<file path="src/rtl/issue_arbiter_pkg.sv">
// Shared issue-path types: stage record and default tag widths used by the RS,
// ROB and issue arbiter.
package issue_arbiter_pkg;

  localparam int DEF_PR_BITS  = 6;
  localparam int DEF_ROB_BITS = 4;

  typedef struct packed {
    logic                    valid;
    logic [DEF_PR_BITS-1:0]  dst;
    logic [DEF_ROB_BITS-1:0] rob_idx;
  } stage_t;

  // Index width that stays legal for a single-requester configuration.
  function automatic int sel_width(input int n);
    return (n > 1) ? $clog2(n) : 1;
  endfunction

endpackage

</file>
<file path="src/rtl/issue_arbiter_rr_picker.sv">
// Round-robin picker: first set request at or after ptr, wrapping modulo N.
// Purely combinational; one-hot grant plus binary index.
module rr_picker #(
  parameter int N     = 4,
  parameter int SEL_W = 2
) (
  input  logic [N-1:0]     req,
  input  logic [SEL_W-1:0] ptr,
  output logic [N-1:0]     gnt,
  output logic [SEL_W-1:0] idx,
  output logic             any
);

  always_comb begin
    int t;
    logic [SEL_W-1:0] j;
    gnt = '0;
    idx = '0;
    any = 1'b0;
    t   = 0;
    j   = '0;
    for (int i = 0; i < N; i++) begin
      t = int'(ptr) + i;
      if (t >= N) t = t - N;
      j = SEL_W'(t);
      if (!any && req[j]) begin
        any    = 1'b1;
        gnt[j] = 1'b1;
        idx    = j;
      end
    end
  end

endmodule

</file>
<file path="src/rtl/issue_arbiter.sv">
// Issue arbiter: round-robin select among ready RSs, same-cycle grant to a
// fixed-latency FU, and CDB writeback after FU_LAT unstalled cycles.
module issue_arbiter
  import issue_arbiter_pkg::*;
#(
  parameter int NUM_RS   = 4,
  parameter int PR_BITS  = DEF_PR_BITS,
  parameter int ROB_BITS = DEF_ROB_BITS,
  parameter int FU_LAT   = 3,
  localparam int SEL_W   = sel_width(NUM_RS),
  localparam int CNT_W   = $clog2(FU_LAT + 1)
) (
  input  logic                             clk,
  input  logic                             rst_n,
  input  logic [NUM_RS-1:0]                req_valid,
  input  logic [NUM_RS-1:0][PR_BITS-1:0]   req_dst,
  input  logic [NUM_RS-1:0][ROB_BITS-1:0]  req_rob_idx,
  input  logic                             fu_stall,
  input  logic                             flush,
  output logic [NUM_RS-1:0]                grant,
  output logic                             fu_issue_valid,
  output logic [SEL_W-1:0]                 fu_issue_sel,
  output logic [PR_BITS-1:0]               fu_issue_dst,
  output logic [ROB_BITS-1:0]              fu_issue_rob_idx,
  output logic                             wb_valid,
  output logic [PR_BITS-1:0]               wb_phys,
  output logic [ROB_BITS-1:0]              wb_rob_idx,
  output logic [CNT_W-1:0]                 inflight_cnt,
  output logic                             busy
);

  logic [NUM_RS-1:0] req_elig;
  logic [NUM_RS-1:0] pick_gnt;
  logic [SEL_W-1:0]  pick_idx;
  logic              pick_any;
  logic [SEL_W-1:0]  rr_ptr;

  stage_t [FU_LAT-1:0] pipe_q;
  stage_t [FU_LAT-1:0] pipe_d;
  stage_t              last;

  function automatic logic [CNT_W-1:0] count_valid(input stage_t [FU_LAT-1:0] p);
    logic [CNT_W-1:0] c;
    c = '0;
    for (int k = 0; k < FU_LAT; k++) c = c + CNT_W'(p[k].valid);
    return c;
  endfunction

  // Stall and flush both suppress issue, so the picker never sees requests then.
  assign req_elig = (fu_stall || flush) ? '0 : req_valid;

  rr_picker #(
    .N     (NUM_RS),
    .SEL_W (SEL_W)
  ) u_picker (
    .req (req_elig),
    .ptr (rr_ptr),
    .gnt (pick_gnt),
    .idx (pick_idx),
    .any (pick_any)
  );

  assign grant            = pick_gnt;
  assign fu_issue_valid   = pick_any;
  assign fu_issue_sel     = pick_any ? pick_idx : '0;
  assign fu_issue_dst     = pick_any ? req_dst[pick_idx] : '0;
  assign fu_issue_rob_idx = pick_any ? req_rob_idx[pick_idx] : '0;

  // Flush wins over stall; a stalled pipe holds every stage in place.
  always_comb begin
    pipe_d = pipe_q;
    if (flush) begin
      pipe_d = '0;
    end else if (!fu_stall) begin
      pipe_d[0].valid   = pick_any;
      pipe_d[0].dst     = fu_issue_dst;
      pipe_d[0].rob_idx = fu_issue_rob_idx;
      for (int k = 1; k < FU_LAT; k++) pipe_d[k] = pipe_q[k-1];
    end
  end

  always_ff @(posedge clk or negedge rst_n) begin
    if (!rst_n) begin
      pipe_q       <= '0;
      inflight_cnt <= '0;
      rr_ptr       <= '0;
    end else begin
      pipe_q       <= pipe_d;
      inflight_cnt <= count_valid(pipe_d);
      if (pick_any)
        rr_ptr <= (pick_idx == SEL_W'(NUM_RS - 1)) ? '0 : pick_idx + SEL_W'(1);
    end
  end

  assign last       = pipe_q[FU_LAT-1];
  assign wb_valid   = last.valid && !fu_stall && !flush;
  assign wb_phys    = wb_valid ? last.dst : '0;
  assign wb_rob_idx = wb_valid ? last.rob_idx : '0;
  assign busy       = (inflight_cnt != '0);

endmodule

</file>
<file path="config.mk">
export PLATFORM = sky130hd
export DESIGN_NAME = issue_arbiter
export DESIGN_NICKNAME = d
export VERILOG_FILES = /design/src/rtl/issue_arbiter_pkg.sv /design/src/rtl/issue_arbiter_rr_picker.sv /design/src/rtl/issue_arbiter.sv
export SDC_FILE = /design/constraint.sdc
export NUM_CORES = 1
export LEC_CHECK = 0
export CAP_MARGIN = 15
export CORE_ASPECT_RATIO = 0.6
export CORE_UTILIZATION = 51
export DETAILED_ROUTE_END_ITERATION = 12
export GPL_ROUTABILITY_DRIVEN = 0
export PLACE_DENSITY = 0.86
export REMOVE_ABC_BUFFERS = 1
export SLEW_MARGIN = 10
export SYNTH_ARGS = -nofsm -noshare
export SYNTH_HDL_FRONTEND = slang
export SYNTH_SLANG_ARGS = --single-unit
</file>
<file path="constraint.sdc">
create_clock -name clk -period 10.3 [get_ports clk]
set_clock_uncertainty 0.15 [all_clocks]
set_input_delay 3.09 -clock clk [delete_from_list [all_inputs] [get_ports clk]]
set_output_delay 3.09 -clock clk [all_outputs]
set_load 0.01 [all_outputs]
</file>
# == Word level (Yosys, flattened, before mapping) ==
# Index checks and enable logic that the tools add are counted.
# word_totals
ff_bits,37
in_bits,48
output_inout_bits,31
word_cells,100
# classes
addsub,10
order_cmp,13
eq_ne,2
muxes,45
n_bitwise,3
reduce_logical,16
# ops
operator,count
$mux W33,2
$mux W4,8
$mux W2,10
$mux W6,3
$lt A2 B3 Y1 const B,5
$bmux W6 S2,1
$mux W1,12
$or A4 B4 Y4,3
$ge A3 B3 Y1 const B,3
$logic_and A1 B1 Y1,9
$bmux W1 S2,4
$bmux W4 S2,1
$demux W1 S2,4
$ge A2 B1 Y1 const B,4
$sub A2 B1 Y2 const B,4
$add A2 B2 Y3 const B,2
$logic_not A1 Y1,5
$add A2 B1 Y3 const B,1
$ge A2 B3 Y1 const B,1
$add A1 B1 Y2,1
$add A2 B1 Y2,1
$add A2 B1 Y2 const B,1
$eq A2 B2 Y1 const B,1
$ne A2 B1 Y1 const B,1
2 further kinds,2

# == Depth between registers and ports, before layout ==
# Gate-level depths: netlist of the first run.
# depth
depth_word,21
mapped_depth,12
ltp_nobuf,7

# == Modules after synthesis ==
# Synthesis of the first run repeated with hierarchy kept, for this count alone.
# unflattened
hier_cells,232
hier_area_um2,2673.8
# modules_own_cells
module,n_inst,cells_each,area_each_um2,seq_area_each_um2
issue_arbiter,1,187,2252.2,925.9
rr_picker,1,45,421.7,0.0

# == Least setup slack after synthesis of the first run ==
# No wires, ideal clock.
# synth_path
path_type,input -> output
start,input port flush
end,output port fu_issue_rob_idx[0]
arrival_ns,4.594
required_ns,7.060
path_slack_ns,2.466
cell_stages,8
path_buffers,3
cell_sequence,buf_2 -> or3b_1 -> o22ai_4 -> a21oi_2 -> or2_1 -> buf_6 -> buf_6 -> o21ai_1
# synth_via
elab_chain_cells,17
elab_cells_between_ends,27
cone_classes,20 x mux; 7 x reduce/logical
# synth_lines
item,line,rtl
"start, declared",issue_arbiter.sv:19,"input logic flush,"
$logic_or A1 B1 Y1 (*),issue_arbiter.sv:50,assign req_elig = (fu_stall || flush) ? '0 : req_valid;
$mux W4 (*),issue_arbiter.sv:50,
$bmux W1 S2,issue_arbiter_rr_picker.sv:26,if (!any && req[j]) begin
$mux W1 (implied by the code),issue_arbiter_rr_picker.sv:26,
$mux W1,issue_arbiter_rr_picker.sv:26,
$logic_not A1 Y1,issue_arbiter_rr_picker.sv:26,
$logic_and A1 B1 Y1,issue_arbiter_rr_picker.sv:26,
$mux W1,issue_arbiter_rr_picker.sv:26,
$logic_not A1 Y1,issue_arbiter_rr_picker.sv:26,
$logic_and A1 B1 Y1,issue_arbiter_rr_picker.sv:26,
$mux W1,issue_arbiter_rr_picker.sv:26,
$logic_not A1 Y1,issue_arbiter_rr_picker.sv:26,
$logic_and A1 B1 Y1,issue_arbiter_rr_picker.sv:26,
$mux W2,issue_arbiter_rr_picker.sv:26,
$bmux W4 S2,issue_arbiter.sv:67,assign fu_issue_rob_idx = pick_any ? req_rob_idx[pick_idx] : '0;
$mux W4 (implied by the code),issue_arbiter.sv:67,
$mux W4 (*),issue_arbiter.sv:67,
"end, declared",issue_arbiter.sv:24,"output logic [ROB_BITS-1:0] fu_issue_rob_idx,"
# Every way passes the cells marked *; elsewhere a longest branch is shown, timed or not. The select of a mux whose other input is x is not followed.

# == Worst setup path after layout of the first run ==
# layout_path
start,input port flush
end,output port fu_issue_dst[4]
# layout_via
elab_chain_cells,17
elab_cells_between_ends,27
cone_classes,20 x mux; 7 x reduce/logical
# layout_lines
item,line,rtl
$logic_or A1 B1 Y1 (*),issue_arbiter.sv:50,
$mux W4 (*),issue_arbiter.sv:50,
$bmux W1 S2,issue_arbiter_rr_picker.sv:26,
$mux W1 (implied by the code),issue_arbiter_rr_picker.sv:26,
$mux W1,issue_arbiter_rr_picker.sv:26,
$logic_not A1 Y1,issue_arbiter_rr_picker.sv:26,
$logic_and A1 B1 Y1,issue_arbiter_rr_picker.sv:26,
$mux W1,issue_arbiter_rr_picker.sv:26,
$logic_not A1 Y1,issue_arbiter_rr_picker.sv:26,
$logic_and A1 B1 Y1,issue_arbiter_rr_picker.sv:26,
$mux W1,issue_arbiter_rr_picker.sv:26,
$logic_not A1 Y1,issue_arbiter_rr_picker.sv:26,
$logic_and A1 B1 Y1,issue_arbiter_rr_picker.sv:26,
$mux W2,issue_arbiter_rr_picker.sv:26,
$bmux W6 S2,issue_arbiter.sv:66,assign fu_issue_dst = pick_any ? req_dst[pick_idx] : '0;
$mux W6 (implied by the code),issue_arbiter.sv:66,
$mux W6 (*),issue_arbiter.sv:66,
"end, declared",issue_arbiter.sv:23,"output logic [PR_BITS-1:0] fu_issue_dst,"
# Marks and branches as above.

==> results by group, run 1 <==
Routing
  – DRT antenna net count: 0
  – Drt first pass iters: 5
  – Via count: 2,536
  – Detailed Route WL: 7.66 mm
  – DRC violations left: 0
  – Drt first-iter violations: 276
  – Wirelength per Cell: 19.2 um
  – DR vias/cell: 6.36

Floorplan
  – Core area: 4710 um^2
  – Die height: 57.1 um
  – Cell Rows: 19
  – Chip Width: 93.8 um
  – Initial Util: 0.547
  – # IOs: 79
  – Die area: 5350 um^2

Clock network
  – CTS resizes: 0
  – Hold Buf Count CTS: 0
  – Bufs on Longest Clock Path: 2
  – Post-CTS Setup Inserts: 0
  – H-tree Lvls: 2
  – Clock slew at reported path FFs: 80 ps
  – Worst skew pair latency: 290 ps
  – Clk sinks: 37
  – Total CTS buffers: 5
  – Root Driver: clkbuf_8
  – CTS tree: built

GRT
  – Met2 Use GR: 0.462
  – Grt ovf: 0
  – Antenna violations before repair: 0
  – Met1 Track Usage GR: 0.460
  – Total GRT Usage: 0.311
  – GRT busiest layer: met2
  – Largest net degree at the start of global routing: 38
  – Global-route wire length before repair: 12.5 mm
  – Vias in the first global route: 2,394
  – Met3 Usage GRT: 0.0720

Finish
  – Area grow syn2layout: 32.7%
  – Fraction of layout cells with a size suffix above 1: 0.116
  – Antenna Cells: 0
  – Fillers: 360
  – Fin area: 3420 um^2
  – # nets final: 388
  – Finished Core Util: 0.726
  – Most frequent cells in the layout: 77 x clkdlybuf4s50_1, 37 x dfrtp_1, 27 x nor2_1
  – Commonest non-fill, non-tap cell in the layout: clkdlybuf4s50_1

Timing
  – Slew headroom: 0.207
  – Final Critical Period: 9490 ps
  – Setup TNS: 0 ps
  – Pins over their slew limit: 0
  – Worst slew pin tran: 1190 ps
  – # setup viols final: 0
  – RSZ-0062 raised after global routing: false
  – Hold Vio Cnt, Final: 0
  – Fmax: 0.105 GHz
  – Tcrit/Tclk final: 0.922

Placement
  – IO buf count: 78
  – Detailed placement HPWL: 5.55 mm
  – DP Area: 3340 um^2

Synthesis
  – Netlist cell types: 47
  – Count of flip-flops with a built-in enable after synthesis: 0
  – Syn. warnings: 0
  – Synth Area per Inst: 9.51 um^2
  – Seq cells post-synth: 37
  – Top FF cell, synth: dfrtp_1
  – Mapped cell area: 2580 um^2
  – Mapped Cells: 271
  – Sequential share of the synthesized area: 0.359
  – Asr flop ratio synth: 1.00

Worst setup path
  – Worst setup EP type: primary output
  – Critical path class: input port to primary output
  – CP most frequent cell: clkdlybuf4s50_1
  – CP max FO: 21
  – Worst EP arrival: 6250 ps
  – Worst path cell trace: clkdlybuf4s50_1 > nor2_1 > buf_4 > o221a_2 > nand2_1 > a31oi_1 > o21ai_1 > clkdlybuf4s50_1
  – Worst EP required: 7060 ps
  – Critical-path top delay cell: clkdlybuf4s50_1
  – Critical path buffers and inverters: 3
  – CP startpoint kind: input port
  – Top delay family on crit path: buffers and inverters
  – CP peak stage delay: 700 ps

Power
  – Net Switching: 0.000234 W
  – P_int: 0.000345 W
  – Switching power share of the total: 0.404
  – Max VDD drop: 99.5 uV
  – Leakage dissipation: 1.53 nW
  – Sequential share of power: 0.335
  – Logic pwr share: 0.496
  – Clk pwr share: 0.169
  – Final Power: 0.000578 W
  – Pwr Density: 169 nW/um^2

Job
  – Maxcap violations: 0

Worst hold path
  – Min-Delay Path Class: flip-flop to flip-flop

Outcome
  – Outcome: finished clean
through the flow:
stage                     hold slack (ps)  setup slack, ps  std cells
after floorplan                       306             1960        241
after global placement                325             1040        391
after detailed placement              334              859        391
after CTS                             350              845        399
after global routing                  386              561        399
final                                 357              808        399
state kept, by name, summed over array words and instances, names as in the netlist:
register,count
last,11
pipe_q,22
inflight_cnt,2
rr_ptr,2
worst paths after layout:
check / startpoint / endpoint / slack [ps] / cells after the start
worst max-delay path: flush / fu_issue_dst[4] / 810 / 8
worst min-delay path: pipe_q[3] / pipe_q[3] / 360 / 2
worst max register to register: rr_ptr[0] / pipe_q[8] / 6900 / 7
worst min register to register: pipe_q[3] / pipe_q[3] / 360 / 2
max in group asynchronous: rst_n / rr_ptr[1] / 6710 / 1
min in group asynchronous: rst_n / last[3] / 2750 / 1
power by group through the flow:
stage | Combinational [W] | Clock, W | Sequential, W
2_1_floorplan | 0.000169 | 0 | 0.000189
5_1_grt | 0.000311 | 0.000106 | 0.000197
3_5_place_dp | 0.000282 | 0 | 0.000195
4_1_cts | 0.000284 | 0.0000995 | 0.000193
3_3_place_gp | 0.000272 | 0 | 0.000194
6_report | 0.000287 | 0.0000976 | 0.000194
cell families after synthesis:
family / share of synthesized area
flip-flops: 0.359
AND/OR/NAND/NOR: 0.176
buffers and inverters: 0.0695
AO/OA/AOI/OAI: 0.243
multiplexers: 0.125
adder cells (fa/ha/maj): 0.0272
synthesized netlist by cell type (2+ instances only):
cell / instances / area share
dfrtp_1: 37 / 0.36
nor2_1: 27 / 0.039
mux2i_1: 25 / 0.097
and3_1: 21 / 0.051
clkbuf_1: 16 / 0.023
nand2_1: 15 / 0.022
o211ai_1: 13 / 0.038
nand3_1: 11 / 0.021
a31oi_1: 10 / 0.024
o21ai_1: 10 / 0.019
o2bb2ai_1: 10 / 0.034
buf_2: 8 / 0.016
o211ai_2: 8 / 0.039
a21oi_1: 6 / 0.012
buf_6: 6 / 0.026
a221o_1: 4 / 0.016
ha_1: 4 / 0.019
nand4_1: 4 / 0.0097
inv_1: 3 / 0.0044
mux2_2: 3 / 0.013
nor3_1: 2 / 0.0039
o221a_2: 2 / 0.0087
o221ai_1: 2 / 0.0068
worst register-to-register path: cells and delay by family, from the launching register on:
kind	cells	cell delay [ps]
fa+ha+maj	1	510
buf+inv	1	190
simple gates	1	500
compound gates	4	1210
flops	1	720
metal layers:
metal  part of all wire  wire length, um
met1               0.43             3310
met2               0.45             3470
met3               0.11              830
met4             0.0065               50
met5                  0                0
final cells by class:
type / instances / area [um^2] / share of cell area
Multi-Input combinational cell: 201 / 1480 / 0.432
Sequential cell: 37 / 926 / 0.271
Timing Repair Buffer: 87 / 843 / 0.247
Tap cell: 63 / 78.8 / 0.0231
Clock buffer: 6 / 72.6 / 0.0212
Inverter: 3 / 11.3 / 0.00329
Clock inverter: 2 / 10.0 / 0.00293
No activity file was read; power rests on OpenSTA's default activity.
==> run 2, diff against run 1 <==
CTS_CLUSTER_DIAMETER = 150   (was default)
==> results of run 2 <==
The final DEF is identical to that of run 1; final timing and power are the same.
==> run 3, diff against run 2 <==
CORE_UTILIZATION = 40   (was 51)
CTS_CLUSTER_DIAMETER = default   (was 150)
PLACE_DENSITY = 0.7   (was 0.86)
==> run 3 against run 2 <==
Net effect:
- worst setup slack lost 67 ps
- largest power group unchanged
- non-clock buffer count shrank 2
- sequential power is essentially flat
- count of clock-buffer cells in the layout shrank 1
- routed wire length shrank 6.5%
- highest routed layer unchanged
- via count shrank 5.0%
==> results by group, run 3 (same netlist as run 1, synthesis figures left out) <==
GRT
  – Met2 Use GR: 0.336
  – Vias in the first global route: 2,260
  – Total GRT Usage: 0.220
  – Antenna violations before repair: 0
  – GRT busiest layer: met2
  – Global-route wire length before repair: 11.6 mm
  – Met1 Track Usage GR: 0.323
  – Largest net degree at the start of global routing: 38
  – Grt ovf: 0
  – Met3 Usage GRT: 0.0582

Floorplan
  – # IOs: 79
  – Chip Width: 106 um
  – Core area: 6170 um^2
  – Initial Util: 0.418
  – Die height: 64.2 um
  – Cell Rows: 22
  – Die area: 6780 um^2

Power
  – Leakage dissipation: 1.54 nW
  – Pwr Density: 179 nW/um^2
  – Max VDD drop: 75.8 uV

Timing
  – Tcrit/Tclk final: 0.928
  – Fmax: 0.105 GHz
  – Slew headroom: 0.389
  – Pins over their slew limit: 0
  – RSZ-0062 raised after global routing: false
  – Worst slew pin tran: 917 ps
  – Final Critical Period: 9560 ps
  – Hold Vio Cnt, Final: 0
  – Setup TNS: 0 ps
  – # setup viols final: 0

Worst setup path
  – Worst setup EP type: primary output
  – Worst Setup EP: fu_issue_dst[5]
  – Worst EP required: 7060 ps
  – CP most frequent cell: clkdlybuf4s50_1
  – CP max FO: 13
  – CP peak stage delay: 610 ps
  – Top delay family on crit path: buffers and inverters
  – WP depth: 8
  – Critical path buffers and inverters: 3
  – Worst setup startpoint: flush
  – R2R depth: 8
  – Worst path cell trace: clkdlybuf4s50_1 > or3b_1 > o22ai_4 > a32o_1 > or2_1 > buf_4 > o21ai_1 > clkdlybuf4s50_1
  – Reg2Reg Setup Slack: 6330 ps
  – Worst R2R End: rr_ptr[1]
  – FF-to-FF Start: rr_ptr[0]
  – Critical path class: input port to primary output
  – Critical-path top delay cell: clkdlybuf4s50_1
  – CP startpoint kind: input port
  – Worst EP arrival: 6320 ps

Routing
  – DRT antenna net count: 0
  – DRC violations left: 0
  – Drt first-iter violations: 175
  – DR vias/cell: 5.76
  – Drt first pass iters: 4
  – Detailed Route WL: 7.16 mm
  – Via count: 2,408
  – Wirelength per Cell: 17.1 um

Finish
  – Largest register FFs: 22
  – Non-Filler Instances: 418
  – Antenna Cells: 0
  – Most frequent cells in the layout: 77 x clkdlybuf4s50_1, 37 x dfrtp_1, 27 x nor2_1
  – Fraction of layout cells with a size suffix above 1: 0.114
  – Reg with most FFs: pipe_q
  – Commonest non-fill, non-tap cell in the layout: clkdlybuf4s50_1
  – Area grow syn2layout: 35.1%
  – # nets final: 386

Clock network
  – Hold Buf Count CTS: 0
  – Clk sinks: 37
  – Clock slew at reported path FFs: 70 ps
  – CTS resizes: 0
  – Bufs on Longest Clock Path: 2
  – Post-CTS Setup Inserts: 0
  – H-tree Lvls: 2
  – Root Driver: clkbuf_8
  – Worst skew pair latency: 280 ps
  – Total CTS buffers: 5
  – CTS tree: built

Placement
  – Inst Count DP: 410
  – Detailed placement HPWL: 5.23 mm
  – IO buf count: 78

Job
  – Maxcap violations: 0

Outcome
  – Outcome: finished clean

Worst hold path
  – Min-Delay Path Class: flip-flop to flip-flop
## run 3: how the worst min path moves through the flow
stage,startpoint,end,slack (ps),depth (start not counted)
2_1_floorplan,pipe_q[0],pipe_q[0],310,2
3_3_place_gp,pipe_q[9],pipe_q[9],330,2
3_5_place_dp,pipe_q[2],pipe_q[2],320,2
4_1_cts,pipe_q[2],pipe_q[2],350,2
5_1_grt,pipe_q[9],pipe_q[9],360,2
6_report,pipe_q[2],pipe_q[2],340,2
## run 3: area by class of cell
type	instances	area, um^2
clock buffer	5	68.8
clock inverter	3	65.1
fill	565	2690
inverter	3	11.3
multi-input combinational	201	1480
sequential	37	926
tap	84	105
timing repair buffer	85	828
## run 3: power breakdown
part           leakage, nW  internal (W)  switching, W
combinational        0.974      0.000129      0.000152
clock               0.0681     0.0000962     0.0000509
sequential           0.497      0.000167     0.0000260
total                 1.54      0.000392      0.000229
## run 3: worst register-to-register path, delay by kind of cell, from the launching register on
kind	cells	cell delay, ps
muxes	1	310
adders and majority gates	1	530
buffers and inverters	2	500
and+or+nand+nor	2	980
AOI/OAI and AO/OA	2	660
DFF	1	740
## run 3: per-stage QoR
step	setup slack, ps	total power, W	hold slack (ps)	utilization	instance area, um^2
final	741	0.000622	344	0.565	3480
after global routing	545	0.000656	360	0.565	3480
after CTS	785	0.000622	349	0.565	3480
after detailed placement	788	0.000473	324	0.543	3350
after global placement	905	0.000466	326	0.543	3350
after floorplan	1960	0.000358	306	-	2410
## run 3: layer usage
metal / wire (um) / up-vias
met5: 0 / -
met4: 8 / 0
met3: 459 / 4
met2: 3080 / 92
met1: 3610 / 1176
li1: - / 1136
